===== src/rtl/dedup_if.sv =====
// Stream bundle for dedup_sequencer: a valid/ready load channel in, a valid/ready
// unique-element channel out with a frame-end marker.
interface dedup_if #(
  parameter int WIDTH = 8
);
  logic             in_valid;
  logic             in_ready;
  logic [WIDTH-1:0] in_data;
  logic             out_valid;
  logic             out_ready;
  logic [WIDTH-1:0] out_data;
  logic             out_last;

  modport master (
    output in_valid, in_data, out_ready,
    input  in_ready, out_valid, out_data, out_last
  );

  modport slave (
    input  in_valid, in_data, out_ready,
    output in_ready, out_valid, out_data, out_last
  );
endinterface


===== src/rtl/dedup_sequencer.sv =====
// Sequenced duplicate remover: LOAD a frame of N elements, SCAN it with one shared
// comparator, EMIT first occurrences in order. `DEDUP_STATS_EN adds a scan_cycles port.
module dedup_sequencer #(
  parameter int N     = 8,
  parameter int WIDTH = 8
) (
  input  logic                     clk,
  input  logic                     rst,
  dedup_if.slave                   bus,
  output logic                     busy,
  output logic [$clog2(N+1)-1:0]   unique_cnt,
  output logic [$clog2(N+1)-1:0]   dup_cnt
`ifdef DEDUP_STATS_EN
  ,
  output logic [15:0]              scan_cycles
`endif
);
  localparam int CW = $clog2(N+1);
  localparam int IW = $clog2(N);

  localparam logic [1:0] S_LOAD = 2'd0;
  localparam logic [1:0] S_SCAN = 2'd1;
  localparam logic [1:0] S_EMIT = 2'd2;

  logic [1:0]       state;
  logic [WIDTH-1:0] mem [N];
  logic [N-1:0]     keep;
  logic [IW-1:0]    wr_idx, si, sj, rd_idx;
  logic [CW-1:0]    dup_run, dup_total;
  logic             in_accept, scan_hit, scan_step_i, later_keep, emit_fire;

  assign bus.in_ready = (state == S_LOAD);
  assign busy         = (state != S_LOAD);
  assign in_accept    = (state == S_LOAD) && bus.in_valid;

  // A disabled keep[j] still burns its cycle so scan latency depends only on match positions.
  assign scan_hit    = keep[sj] && (mem[si] == mem[sj]);
  assign scan_step_i = scan_hit || (sj == si - IW'(1));
  assign dup_total   = dup_run + CW'(scan_hit);

  // NOTE: every always_comb output gets a default first so no latch is inferred.
  always_comb begin
    later_keep = 1'b0;
    for (int k = 0; k < N; k++) begin
      if (IW'(k) > rd_idx && keep[k]) later_keep = 1'b1;
    end
  end

  assign bus.out_valid = (state == S_EMIT) && keep[rd_idx];
  assign bus.out_data  = bus.out_valid ? mem[rd_idx] : '0;
  assign bus.out_last  = bus.out_valid && !later_keep;
  assign emit_fire     = bus.out_valid && bus.out_ready;

  // NOTE: the frame buffer is plain storage with no reset; only control state is reset.
  always_ff @(posedge clk) begin
    if (in_accept) mem[wr_idx] <= bus.in_data;
  end

  // NOTE: sequential state uses non-blocking assignments only.
  always_ff @(posedge clk or posedge rst) begin
    if (rst) begin
      state      <= S_LOAD;
      keep       <= '1;
      wr_idx     <= '0;
      si         <= '0;
      sj         <= '0;
      rd_idx     <= '0;
      dup_run    <= '0;
      unique_cnt <= '0;
      dup_cnt    <= '0;
`ifdef DEDUP_STATS_EN
      scan_cycles <= '0;
`endif
    end else begin
      case (state)
        S_LOAD: begin
          if (in_accept) begin
            if (wr_idx == IW'(N-1)) begin
              state   <= S_SCAN;
              si      <= IW'(1);
              sj      <= '0;
              keep    <= '1;
              dup_run <= '0;
`ifdef DEDUP_STATS_EN
              scan_cycles <= '0;
`endif
            end else begin
              wr_idx <= wr_idx + IW'(1);
            end
          end
        end

        S_SCAN: begin
`ifdef DEDUP_STATS_EN
          if (scan_cycles != 16'hFFFF) scan_cycles <= scan_cycles + 16'd1;
`endif
          if (scan_hit) begin
            keep[si] <= 1'b0;
            dup_run  <= dup_total;
          end
          if (scan_step_i) begin
            sj <= '0;
            si <= si + IW'(1);
            if (si == IW'(N-1)) begin
              state      <= S_EMIT;
              rd_idx     <= '0;
              dup_cnt    <= dup_total;
              unique_cnt <= CW'(N) - dup_total;
            end
          end else begin
            sj <= sj + IW'(1);
          end
        end

        S_EMIT: begin
          if (!keep[rd_idx]) begin
            rd_idx <= rd_idx + IW'(1);
          end else if (emit_fire) begin
            if (bus.out_last) begin
              state  <= S_LOAD;
              wr_idx <= '0;
            end else begin
              rd_idx <= rd_idx + IW'(1);
            end
          end
        end

        default: state <= S_LOAD;
      endcase
    end
  end
endmodule


===== src/flat_wrapper.sv =====
// flat-port wrapper written by rule: the top's interface ports become plain ports
module dedup_sequencer_flat 
#(
  parameter int N     = 8,
  parameter int WIDTH = 8
)
  (clk, rst, busy, unique_cnt, dup_cnt, bus_in_valid, bus_in_data, bus_out_ready, bus_in_ready, bus_out_valid, bus_out_data, bus_out_last);
  dedup_if #(.WIDTH(WIDTH)) bus_i ();
  input  logic clk;
  input  logic rst;
  output logic busy;
  output logic [$clog2(N+1)-1:0] unique_cnt;
  output logic [$clog2(N+1)-1:0] dup_cnt;
  input wire logic [$bits(bus_i.in_valid)-1:0] bus_in_valid;
  input wire logic [$bits(bus_i.in_data)-1:0] bus_in_data;
  input wire logic [$bits(bus_i.out_ready)-1:0] bus_out_ready;
  output wire logic [$bits(bus_i.in_ready)-1:0] bus_in_ready;
  output wire logic [$bits(bus_i.out_valid)-1:0] bus_out_valid;
  output wire logic [$bits(bus_i.out_data)-1:0] bus_out_data;
  output wire logic [$bits(bus_i.out_last)-1:0] bus_out_last;
  assign bus_i.in_valid = bus_in_valid;
  assign bus_i.in_data = bus_in_data;
  assign bus_i.out_ready = bus_out_ready;
  assign bus_in_ready = bus_i.in_ready;
  assign bus_out_valid = bus_i.out_valid;
  assign bus_out_data = bus_i.out_data;
  assign bus_out_last = bus_i.out_last;
  dedup_sequencer #(.N(N), .WIDTH(WIDTH)) u_core (.clk(clk), .rst(rst), .bus(bus_i), .busy(busy), .unique_cnt(unique_cnt), .dup_cnt(dup_cnt));
endmodule

===== config.mk =====
export PLATFORM = sky130hd
export DESIGN_NAME = dedup_sequencer_flat
export DESIGN_NICKNAME = d
export VERILOG_FILES = /design/src/rtl/dedup_if.sv /design/src/rtl/dedup_sequencer.sv /design/src/flat_wrapper.sv
export SDC_FILE = /design/constraint.sdc
export NUM_CORES = 1
export LEC_CHECK = 0
export ABC_AREA = 0
export CAP_MARGIN = 20
export CORE_ASPECT_RATIO = 1.2
export CORE_MARGIN = 2
export CORE_UTILIZATION = 60
export DETAILED_ROUTE_END_ITERATION = 12
export HOLD_SLACK_MARGIN = 0.06
export PLACE_DENSITY = 0.85
export SKIP_LAST_GASP = 1
export SLEW_MARGIN = 15
export SYNTH_ARGS = -nofsm -noshare
export SYNTH_HDL_FRONTEND = slang
export SYNTH_SLANG_ARGS = --single-unit

===== constraint.sdc =====
create_clock -name clk -period 3.65 [get_ports clk]
set_input_delay 0.73 -clock clk [delete_from_list [all_inputs] [get_ports clk]]
set_output_delay 0.73 -clock clk [all_outputs]
set_load 0.01 [all_outputs]

==> results of run 1 <==
-- metrics by stage --
stage	hold WS, ns	utilization (%)
3_5_place_dp	0.481	66.6
4_1_cts	0.503	68.9
3_3_place_gp	0.476	66.6
2_1_floorplan	0.473	-
6_report	0.497	69.0
5_1_grt	0.532	69.0
-- layout by cell type, fill, tap and decap left out, drive strengths merged, types with 15 or more instances in the layout --
cell type / n
edfxtp: 64
dfrtp: 25
a21oi: 15
buf: 25
nor2: 21
mux2i: 19
nand2: 35
inv: 17
mux4: 48
clkdlybuf4s50: 31
-- cell families (layout without fill, tap and decap cells) --
kind of cell	Yosys count	after routing	share of synthesized area [%]
AOI/OAI and AO/OA	57	57	7.18
xor gates and xnor gates	16	16	2.55
adders and majority gates	12	12	2.74
buffers and inverters	37	86	3.76
DFF	97	97	50.3
muxes	78	78	26.0
and+or+nand+nor	88	88	7.53
-- registers in the layout, summed over array words and instances, names as in the netlist --
register / flops
u_core.sj: 3
u_core.mem: 64
u_core.keep: 8
u_core.state: 2
u_core.rd_idx: 3
u_core.wr_idx: 3
u_core.dup_run: 4
u_core.dup_cnt: 4
u_core.si: 3
u_core.unique_cnt: 3
-- cells in the mapped netlist (all sizes together), types with 2 or more instances --
| library cell | number |
|---|---|
| mux2 | 11 |
| mux4 | 48 |
| clkbuf | 6 |
| mux2i | 19 |
| a311o | 2 |
| inv | 13 |
| a21oi | 15 |
| ha | 12 |
| o31ai | 2 |
| xor2 | 7 |
| edfxtp | 64 |
| nand2 | 35 |
| dfstp | 8 |
| and2 | 2 |
| nor3 | 5 |
| o32a | 3 |
| a31o | 3 |
| xnor2 | 9 |
| a22o | 5 |
| nor2b | 5 |
| o22ai | 2 |
| nand3 | 6 |
| o21a | 4 |
| nor2 | 21 |
| dfrtp | 25 |
| nand2b | 5 |
| a31oi | 5 |
| o21ai | 9 |
| or2 | 2 |
| buf | 17 |
-- worst register-to-register path, cell delays in order, from the launching register on --
cell and delay, ns:
dfrtp_2 0.49, buf_4 0.29, mux4_1 0.58, mux2i_1 0.19, xnor2_1 0.19, and4_1 0.23
and3_4 0.19, ha_1 0.16, ha_1 0.20, xor2_1 0.24, nor3_2 0.07, xor2_1 0.14
mux2_1 0.28
-- report_power, final --
group          switching (mW)  total (mW)  leakage (nW)  internal (mW)
clock network           0.405       0.735         0.103          0.330
logic                  0.0168      0.0280          1.38         0.0113
registers                   0        1.17         0.970           1.17
-- worst max-delay path by stage --
stage	start	slack, ns	to
2_1_floorplan	u_core.sj[1]	0.47	u_core.unique_cnt[3]
3_3_place_gp	u_core.si[1]	0.28	u_core.unique_cnt[3]
3_5_place_dp	u_core.si[1]	0.19	u_core.unique_cnt[3]
4_1_cts	u_core.si[1]	0.17	u_core.unique_cnt[3]
5_1_grt	u_core.sj[1]	0.01	u_core.unique_cnt[3]
6_report	u_core.rd_idx[0]	0.21	bus_out_data[7]
-- cell type report --
cell class,count,area share [%]
Clock buffer,9,2.00
Inverter,14,0.848
Clock inverter,7,1.35
Tap cell,120,2.42
Multi-Input combinational cell,251,40.8
Timing Repair Buffer,56,8.09
Sequential cell,97,44.5
-- routing by layer --
layer	GRT usage (%)	vias to the layer above
met1	32.5	1821
li1	-	1593
met4	16.6	0
met3	5.18	51
met5	0	-
met2	45.9	186
==> out/metrics.yaml, run 1 <==
outcome: "finished clean"
synth_nets: 409
crit_path_max_fanout: 6
min_to: "u_core.dup_cnt[3]"
ff_latch_area_um2: 2760
post_dp_cell_area_um2: 5980
critical_path.top_delay_family: "multiplexers"
cpPeakStageDelay_ns: 0.54
antenna_found_initial: 0
worstReg2RegStart: "u_core.si[1]"
drv_cap: 0
critical_path_depth: 6
hp-class: "flip-flop to flip-flop"
n_fill_cell: 582
io_buffers: 31
root_buffer: "clkbuf_8"
setup-violations-final: 0
synth-async-reset-ratio_pct: 34.0
cts_tree: "done"
drtIter0Drc: 320
initial_core_util_pct: 61.1
drv_slew: 0
grt_use_total_pct: 27.1
period_share_pct: 94.1
area_growth_pct: 13.0
worst_setup_path_end_kind: "primary output"
synth_top_area_share_pct: 35.0
multi_input_area_um2: 2530
p_leak_nw: 2.46
h-tree-depth: 3
wl_met2_um: 6370
min_delay_path_depth: 1
dp.cells: 538
die_h_um: 109
total_power_mw: 1.94
cts_sinks: 97
antenna_left: 0
drc: 0
r2r-end: "u_core.unique_cnt[3]"
post_cts_buffers: 0
path_buf_inv: 2
power_density_nw_per_um2: 312
vias_per_cell: 6.59
grt_overflow_total: 0
grt_pass1_wl_um: 19800
hold_violations: 0
fin_worst_skew_ns: 0.0143
dieArea_um2: 9930
synth_edf_count: 64
min_from: "u_core.dup_cnt[3]"
setup_ws_ns: 0.215
drive_above_1_share_pct: 24.2
period_minus_slack_ns: 3.44
dpl.hpwl_um: 8560
dr.max_layer_used: "met4"
cts_made_buffers: 9
place_congestion: 0.886
drt-total-wl_um: 12400
wl_met3_um: 814
num_vias: 3651
fp.coreArea_um2: 8990
ys_warn_count: 0
grt_pass1_vias: 3720
path_clk_slew_ns: 0.09
crit_arrival_ns: 2.71
ys_seq_area_share_pct: 50.3
rsz0062_at_grt: "no"
finalNonFillerCells: 554
synthCells: 385
startpoint_type: "flip-flop"
row_count: 38
antenna_cells: 0
worst_pin_slew_ns: 0.617
slew_headroom_pct: 58.8
ios: 32
cts_resized: 0
clk_latency_ns: 0.39
die_width_um: 91.3
critPathKind: "flip-flop to primary output"
synth-main-ff-cell: "edfxtp_1"
max_freq_ghz: 0.291
rrSetupSlack_ns: 0.29
post-place-ws_ns: 0.194
tns_ns: 0
vdd_drop_max_v: 0.000333
cts_hold_buf: 0
crit_required_ns: 2.92
syn_avg_cell_area_um2: 14.3
synthTopCellsByArea: "edfxtp_1 35%, mux4_2 16%, dfrtp_1 11%, dfstp_2 3.8%, mux4_1 3.8%"
synth_cell_types: 53
crit_chain: "mux4_2, mux2_2, nand2_1, buf_4, a21oi_1, clkdlybuf4s50_1"
cpMaxStageDelayCell: "mux4_2"
fin_area_um2: 6200
wl_met1_um: 4600
ys_ff_latch: 97
clk_path_buf_depth: 2
fin_nets: 453
synth_top_area_cell: "edfxtp_1"
routedWlPerCell_um: 22.3
synthesis.area_um2: 5490
firstDrtPassIters: 5
grt_max_degree: 23
reg2regPathDepth: 12
(Power assumes the default switching activity.)
==> run 2: changes to the inputs <==
==> constraint.sdc (replaced) <==
create_clock -name clk -period 3.8 [get_ports clk]
set_input_delay 0.76 -clock clk [delete_from_list [all_inputs] [get_ports clk]]
set_output_delay 0.76 -clock clk [all_outputs]
set_load 0.01 [all_outputs]
==> run 2 against run 1 <==
Compared with the run above: die area unchanged; register-to-register slack worse by 0.02 ns; clock skew down 0.0025 ns; critical path depth up 1; sequential power down 3%; utilization down 0.18 points; first-iteration DRC count down 7.5%; global-route usage down 0.18 points; non-clock buffer count down 2.
==> out/metrics.yaml, run 2 (synthesis results as in run 1) <==
rrSetupSlack_ns: 0.27  # -0.02 ns
num_vias: 3678  # +0.74%
clk_latency_ns: 0.38  # about the same
hold_violations: 0  # unchanged
cts_hold_buf: 0  # unchanged
drv_cap: 0  # unchanged
ios: 32  # unchanged
post_dp_cell_area_um2: 5970  # -0.25%
finalNonFillerCells: 551  # -0.54%
cts_sinks: 97  # unchanged
post_cts_buffers: 0  # unchanged
period_minus_slack_ns: 3.60
max_freq_ghz: 0.278
p_leak_nw: 2.45  # -0.43%
final_common_cell: "edfxtp_1"
area_growth_pct: 12.7
fin_area_um2: 6180  # -0.26%
hp-class: "flip-flop to flip-flop"
io_buffers: 31  # unchanged
clk_path_buf_depth: 2  # unchanged
worstReg2RegStart: "u_core.si[1]"
drc: 0  # unchanged
whs_ns: 0.509  # +0.0126 ns
total_power_mw: 1.89  # -2.4%
reg2regPathDepth: 12  # unchanged
tns_ns: 0  # unchanged
initial_core_util_pct: 61.1  # unchanged
grt_use_total_pct: 26.9  # -0.18 points
fin_worst_skew_ns: 0.0118  # -0.00251 ns
worst_setup_path_end_kind: "primary output"
cts_tree: "done"
critPathKind: "flip-flop to primary output"
rsz0062_at_grt: "no"
drtIter0Drc: 296  # -7.5%
row_count: 38  # unchanged
root_buffer: "clkbuf_8"
grt_overflow_total: 0  # unchanged
firstDrtPassIters: 5  # unchanged
fp.coreArea_um2: 8990  # unchanged
crit_required_ns: 3.04  # +0.12 ns
grtUsageMet2_pct: 45.6  # -0.26 points
met1_usage_pct: 32.6  # +0.11 points
vias_per_cell: 6.68  # +1.3%
drv_slew: 0  # unchanged
drive_above_1_share_pct: 23.4  # -0.76 points
antenna_cells: 0  # unchanged
routedWlPerCell_um: 22.7  # +1.4%
slew_headroom_pct: 59.1  # +0.30 points
r2r-end: "u_core.unique_cnt[3]"
dieArea_um2: 9930  # unchanged
power_density_nw_per_um2: 305  # -2.2%
antenna_found_initial: 0  # unchanged
antenna_left: 0  # unchanged
worst_pin_slew_ns: 0.612  # -0.00443 ns
path_clk_slew_ns: 0.09  # about the same
die_width_um: 91.3  # unchanged
crit_arrival_ns: 2.84  # +0.13 ns
vdd_drop_max_v: 0.000277  # -17%
grt_max_degree: 21  # -8.7%
critPathLaunch: "u_core.rd_idx[1]"
cts_made_buffers: 9  # unchanged
period_share_pct: 94.6
place_congestion: 0.903  # +1.9%
dpl.hpwl_um: 8760  # +2.4%
die_h_um: 109  # unchanged
h-tree-depth: 3  # unchanged
startpoint_type: "flip-flop"
top_regs: "u_core.mem (64), u_core.keep (8)"
dp.cells: 536  # -0.37%
crit_path_max_fanout: 17  # +11
grtUsageMet3_pct: 4.49  # -0.69 points
fin_nets: 451  # -0.44%
largest_reg_flops: 64  # unchanged
outcome: "finished clean"
mostFrequentLayoutCells: "64 x edfxtp_1, 40 x mux4_2, 35 x nand2_1"
largest_register: "u_core.mem"
setup-violations-final: 0  # unchanged
drt-total-wl_um: 12500  # +0.86%
grt_pass1_vias: 3809  # +2.4%
cp-endpoint: "bus_out_data[7]"
grt_pass1_wl_um: 19900  # +0.49%
grt.busiest_layer: "met2"
## run 2: changes by cell type in the layout (fill, tap and decap cells not counted), sizes merged
cell	previous run	this run
buf	25	23
bufinv	1	2
inv	17	15
## run 2: worst max-delay path, stage by stage, from the launching register on
cell,delay [ns]
dfrtp_1,0.46
buf_4,0.32
mux4_2,0.34
mux2_2,0.27
nand2_1,0.27
buf_4,0.23
a21oi_1,0.08
clkdlybuf4s50_1,0.49
## run 2: routing by layer
metal,routed length (µm),up-vias
li1,-,1591
met1,4690,1850
met2,6460,185
met3,721,52
met4,612,0
met5,0,-
## run 2: worst min-delay path by stage
stage / slack, ns / endpoint / cells after the start / start
6_report: 0.51 / u_core.dup_cnt[3] / 1 / u_core.dup_cnt[3]
4_1_cts: 0.51 / u_core.dup_cnt[3] / 1 / u_core.dup_cnt[3]
3_5_place_dp: 0.49 / u_core.dup_cnt[3] / 1 / u_core.dup_cnt[3]
2_1_floorplan: 0.47 / u_core.dup_run[0] / 1 / u_core.dup_run[0]
5_1_grt: 0.54 / u_core.dup_cnt[3] / 1 / u_core.dup_cnt[3]
3_3_place_gp: 0.48 / u_core.unique_cnt[1] / 1 / u_core.unique_cnt[1]
## run 2: what timing repair did
| action | in CTS | in global routing |
|---|---|---|
| endpoints found under the hold margin | 0 | 0 |
| endpoints found under the setup margin | 0 | 1 |
| resized for setup | 0 | 2 |
## run 2: stage by stage
stage | setup slack [ns] | util [%]
detailed placement | 0.162 | 66.4
global placement | 0.346 | 66.4
global route | 0.0900 | 68.8
floorplan | 0.624 | -
finish | 0.204 | 68.8
CTS | 0.144 | 68.8
## run 2: where the power goes
group          internal [mW]  total, mW  switching, mW
logic                 0.0108     0.0267         0.0158
clock network          0.371      0.735          0.364
registers               1.13       1.13              0
total                   1.51       1.89          0.380
## run 2: area by class of cell
class / count / area (µm²)
tap: 120 / 150
clock buffer: 9 / 124
timing repair buffer: 54 / 483
multi-input combinational: 251 / 2520
sequential: 97 / 2760
inverter: 14 / 52.6
clock inverter: 6 / 91.3
fill: 602 / 2800
